`src/rtl/test_pattern_gen_pkg.sv`:
```
// Shared definitions for the test pattern generator: MODE encodings,
// PRBS15 (x^15 + x^14 + 1) tap mask, seed and single-step helper.
package test_pattern_gen_pkg;

  localparam logic [1:0] MODE_RAMP  = 2'd0;
  localparam logic [1:0] MODE_PRBS  = 2'd1;
  localparam logic [1:0] MODE_CONST = 2'd2;
  localparam logic [1:0] MODE_ZERO  = 2'd3;

  // Feedback taps on state bits 14 and 13 (x^15 and x^14 terms)
  localparam logic [14:0] PRBS_TAPS = 15'h6000;
  localparam logic [14:0] PRBS_SEED = 15'h7FFF;

  // One Fibonacci step: shift left, feed the XOR of the tapped bits into bit 0
  function automatic logic [14:0] prbs15_step(input logic [14:0] state);
    return {state[13:0], ^(state & PRBS_TAPS)};
  endfunction

endpackage

```
`src/rtl/test_pattern_gen_lane.sv`:
```
// pattern_lane: one channel of the test pattern generator.
// Holds the ramp counter and (when TEST_PATTERN_PRBS_EN is defined) the
// PRBS15 LFSR for channel K, and selects the channel word for the current
// registered mode. Without TEST_PATTERN_PRBS_EN no LFSR is built and the
// PRBS mode selects zero.
module pattern_lane
  import test_pattern_gen_pkg::*;
#(
  parameter int          DATA_W  = 14,
  parameter int          TAG_W   = 4,
  parameter int unsigned TAG_VAL = 32'b1010,
  parameter int          K       = 0
) (
  input  logic              CLK,
  input  logic              RST,
  input  logic              reload,
  input  logic              advance,
  input  logic [1:0]        mode,
  input  logic [DATA_W-1:0] const_val,
  output logic [DATA_W-1:0] lane_data
);

  localparam int               CNT_W    = DATA_W - TAG_W;
  localparam logic [CNT_W-1:0] CNT_SEED = CNT_W'(K);
  localparam logic [CNT_W-1:0] CNT_ONE  = {{(CNT_W-1){1'b0}}, 1'b1};
  localparam logic [TAG_W-1:0] TAG      = TAG_W'(TAG_VAL ^ K);

  logic [CNT_W-1:0]  cnt_r;
  logic [DATA_W-1:0] prbs_data_s;

  // Ramp counter: reload wins over advance, hold while blanked
  always_ff @(posedge CLK or posedge RST) begin
    if (RST) begin
      cnt_r <= CNT_SEED;
    end else if (reload) begin
      cnt_r <= CNT_SEED;
    end else if (advance) begin
      cnt_r <= cnt_r + CNT_ONE;
    end else begin
      cnt_r <= cnt_r;
    end
  end

`ifdef TEST_PATTERN_PRBS_EN
  localparam logic [14:0] LFSR_SEED = PRBS_SEED ^ 15'(K);

  logic [14:0] lfsr_r;

  // PRBS15 state: same reload/advance/hold rules as the ramp counter
  always_ff @(posedge CLK or posedge RST) begin
    if (RST) begin
      lfsr_r <= LFSR_SEED;
    end else if (reload) begin
      lfsr_r <= LFSR_SEED;
    end else if (advance) begin
      lfsr_r <= prbs15_step(lfsr_r);
    end else begin
      lfsr_r <= lfsr_r;
    end
  end

  // Narrow sample widths take the low state bits, wide ones zero-extend
  if (DATA_W > 15) begin : g_prbs_wide
    assign prbs_data_s = {{(DATA_W-15){1'b0}}, lfsr_r};
  end else begin : g_prbs_narrow
    assign prbs_data_s = lfsr_r[DATA_W-1:0];
  end
`else
  assign prbs_data_s = {DATA_W{1'b0}};
`endif

  // Channel word select for the active mode
  always_comb begin
    lane_data = {DATA_W{1'b0}};
    case (mode)
      MODE_RAMP:  lane_data = {cnt_r, TAG};
      MODE_PRBS:  lane_data = prbs_data_s;
      MODE_CONST: lane_data = const_val;
      MODE_ZERO:  lane_data = {DATA_W{1'b0}};
      default:    lane_data = {DATA_W{1'b0}};
    endcase
  end

endmodule

```
`config.mk`:
```
export PLATFORM = sky130hd
export DESIGN_NAME = pattern_lane
export DESIGN_NICKNAME = d
export VERILOG_FILES = /design/src/rtl/test_pattern_gen_pkg.sv /design/src/rtl/test_pattern_gen_lane.sv
export SDC_FILE = /design/constraint.sdc
export NUM_CORES = 1
export LEC_CHECK = 0
export CORE_UTILIZATION = 45
export CTS_CLUSTER_SIZE = 24
export DETAILED_ROUTE_END_ITERATION = 7
export DONT_BUFFER_PORTS = 1
export PLACE_DENSITY = 0.67
export SLEW_MARGIN = 5
export SYNTH_ARGS = -nofsm -noshare
export SYNTH_HDL_FRONTEND = slang
export SYNTH_SLANG_ARGS = --single-unit
```
`constraint.sdc`:
```
create_clock -name CLK -period 1.7 [get_ports CLK]
set_input_delay 0.17 -clock CLK [delete_from_list [all_inputs] [get_ports CLK]]
set_output_delay 0.17 -clock CLK [all_outputs]
set_load 0.01 [all_outputs]
```
## After elaboration in Yosys (flattened, before gate mapping)

Cells that the tools add are included.

- Word-level logic and storage cells: 11
- Output and inout port bits: 14
- Bits of input ports: 20
- Register bits: 10

- Reduce and logical (&&, ||, !) cells: 3
- Equal/unequal tests: 3
- Muxes and demuxes: 3
- $add $sub $neg: 1

Operator list:

| kind | number |
|---|---|
| $pmux W14 S3 | 1 |
| $mux W10 | 2 |
| $add A10 B1 Y10 const B | 1 |
| $eq A2 B2 Y1 const B | 2 |
| $eq A2 B1 Y1 const B | 1 |
| $logic_not A2 Y1 | 1 |
| $reduce_bool A2 Y1 | 1 |
| $reduce_or A2 Y1 | 1 |

## Depth between registers and ports, before layout

- Word-level depth: 3
- Mapped depth: 4
- Mapped depth without buffers: 4

## Worst setup path after synthesis

No wires, ideal clock.

- Kind: reg2reg
- Start: reg cnt_r[0]
- End: reg cnt_r[9]
- Period minus slack after synthesis: 1.309 ns
- Setup time: 0.078 ns
- Path buffers: 0
- Stages on the path, launching flop included: 4
- Data arrival time: 1.231 ns
- Setup slack: 0.391 ns
- Data required time: 1.622 ns
- Path through: dfrtp_1 > o2111ai_2 > or4_1 > a21oi_1

- Longest elaborated chain between the ends: 3

RTL lines:

| element | RTL line | text |
|---|---|---|
| start, declared | test_pattern_gen_lane.sv:28 | `logic [CNT_W-1:0] cnt_r;` |
| start signal, assigned | test_pattern_gen_lane.sv:38 | `cnt_r <= cnt_r + CNT_ONE;` |
| start signal, assigned | test_pattern_gen_lane.sv:40 | `cnt_r <= cnt_r;` |
| $add A10 B1 Y10 | test_pattern_gen_lane.sv:38 |  |
| $mux W10 | test_pattern_gen_lane.sv:37 | `end else if (advance) begin` |
| $mux W10 | test_pattern_gen_lane.sv:35 | `end else if (reload) begin` |

Every way passes these cells. The select of a mux whose other input is x is not followed.
A chain may end at the register's enable or synchronous reset.

## Final worst setup path

Same ends and word-level chain as after synthesis.

==> flow_summary.toml <==
[global_routing]
overflow = 0
grt_start_max_net_pins = 15
antenna_found_initial = 0
grt_pass1_vias = 486
grt.total_usage = 0.198
grt_pass1_wl_um = 2080

[clock_tree]
cts.sinks = 10
cts.path.max_buffers = 2
cts_resized = 0
insertion_delay_ns = 0.26
clk_pin_slew_ns = 0.06
cts_inserted_buffers = 3
cts_tree = "yes"
cts_setup_buffers = 0
cts_max_level = 1
clk_root_buffer_cell = "clkbuf_4"

[critical_path]
crit_path_end_kind = "register"
start_kind = "register"
cp_max_fo = 7
cp_data_required_time_ns = 1.89
path_class = "register to register"
r2r_cells = 3
critPathArrivalTime_ns = 1.65

[layout]
largestRegisters = "cnt_r: 10 flops"
diodes = 0
stdcell_count = 92
nets = 100
regMostFlops = "cnt_r"
area_growth_pct = 5.61
drive_above_1_share = 0.0519
largest_reg_flops = 10

[logic_synthesis]
synth_area_um2 = 669
ys_types = 20
synth_area_leader_cell = "dfrtp_1"
ys.warnings.count = 0
netlist_top_cells_area = "dfrtp_1, mux2i_1, nor2_1"
avgSynthCellArea_um2 = 8.69
syn-num-nets = 98
synth_top_area_share = 0.374
synth_seq_area_share = 0.374
synth_cells = 77
ys_ff_latch = 10

[routing]
vias = 586
wl_um = 1360
drc_errors = 0
wl_per_cell_um = 14.8
ant_nets = 0
dr.pass1.iters = 4
vias_per_cell = 6.37
first_iter_violations = 13

[placed_design]
dp.cells = 87
place.gp.congestion = 0.713
io_buffers = 0
place_ws_ns = 0.239
dp_hpwl_um = 1050

[power]
leakagePower_nw = 0.320
p_total_uw = 460
power.density_nw_per_um2 = 650
ir_worst_vdd_mv = 0.404

[sta]
fin_worst_skew_ns = 0.00472
finalCritPeriodShare = 0.861
setup_tns_ns = 0
drv_slew = 0
rsz0062_at_grt = "no"
worst_slack_ns = 0.237
setup_violations = 0
layout_min_cycle_time_ns = 1.46
hold_viol = 0
holdWs_ns = 0.0685
slew_headroom = 0.748
worst_pin_slew_ns = 0.376
fmax_mhz = 684

[die]
core_area_um2 = 1350
io_pins = 34
die-area_um2 = 1650
fp-row-count = 13
die-width_um = 40.6
die_h_um = 40.6
start_util = 0.496

[status]
outcome = "complete, no violations"

[run]
cap_violations = 0

[hold_path]
hold_depth = 2
hold_class = "input port to register"
path summary, 6_finish.rpt:
| kind | start | slack (ns) | to |
|---|---|---|---|
| worst max-delay path | cnt_r[0] | 0.24 | cnt_r[9] |
| worst min-delay path | advance | 0.07 | cnt_r[0] |
| worst max register to register | cnt_r[0] | 0.24 | cnt_r[9] |
| worst min register to register | cnt_r[9] | 0.55 | cnt_r[9] |
| max in group asynchronous | RST | 1.10 | cnt_r[2] |
| min in group asynchronous | RST | 0.32 | cnt_r[7] |
area by class of cell:
type	instances	area, µm²
Fill cell	140	643
Sequential cell	10	250
Multi-Input combinational cell	59	384
Clock buffer	3	22.5
Timing Repair Buffer	2	20.0
Tap cell	15	18.8
Inverter	3	11.3
cells in the final DEF (no fill, tap or decap), drive strengths merged, types with 2 or more instances in the layout:
cell and count:
nand4 2, clkbuf 3, nand2 3, and3b 2, or4 2, inv 3
xor2 3, o31ai 2, o21ai 3, dlygate4sd3 2, mux2i 11, or3 3
nor2 15, dfrtp 10, a21oi 7, nand3 3
synthesized netlist by cell type:
cell type and n:
nand4_1 2, or3_1 3, buf_4 1, o31ai_1 2, ha_1 1, a21oi_1 7
inv_1 3, nor2_1 15, mux2i_1 11, or4_1 2, dfrtp_1 10, xnor2_1 1
buf_2 1, and3b_1 2, nand2_1 3, o2111ai_2 1, xor2_1 3, o21ai_0 3
clkbuf_1 3, nand3_1 3
repair_timing:
| action | in CTS | in global routing |
|---|---|---|
| hold endpoints to repair | 20 | 0 |
| hold buffers | 2 | 0 |
| endpoints found under the setup margin | 0 | 0 |
stage by stage:
step	cell area (µm²)	util
2_1_floorplan	669	-
3_3_place_gp	664	0.492
3_5_place_dp	664	0.492
4_1_cts	707	0.524
5_1_grt	707	0.524
6_report	707	0.524
routing by layer:
metal	vias up	track usage	share of wire
li1	272	-	-
met1	281	0.240	0.42
met2	31	0.317	0.49
met3	2	0.0722	0.081
met4	0	0.0750	0.0081
met5	-	0	0
cell families after synthesis:
group	Yosys count	synth area share
mux	11	0.164
buf+inv	8	0.0523
simple gates	30	0.219
fa+ha+maj	1	0.0187
xor+xnor	4	0.0523
flops	10	0.374
compound gates	13	0.120
where the power goes:
| group | total [mW] | internal (mW) | switching, mW |
|---|---|---|---|
| registers | 0.250 | 0.243 | 0.00714 |
| clock network | 0.152 | 0.0813 | 0.0712 |
| logic | 0.0570 | 0.0258 | 0.0312 |
worst max-delay path, stage by stage (launching register included):
cell and delay, ns:
dfrtp_1 0.43, o2111ai_2 0.26, or4_1 0.56, a21oi_1 0.15
No activity file was read; power rests on OpenSTA's default activity.
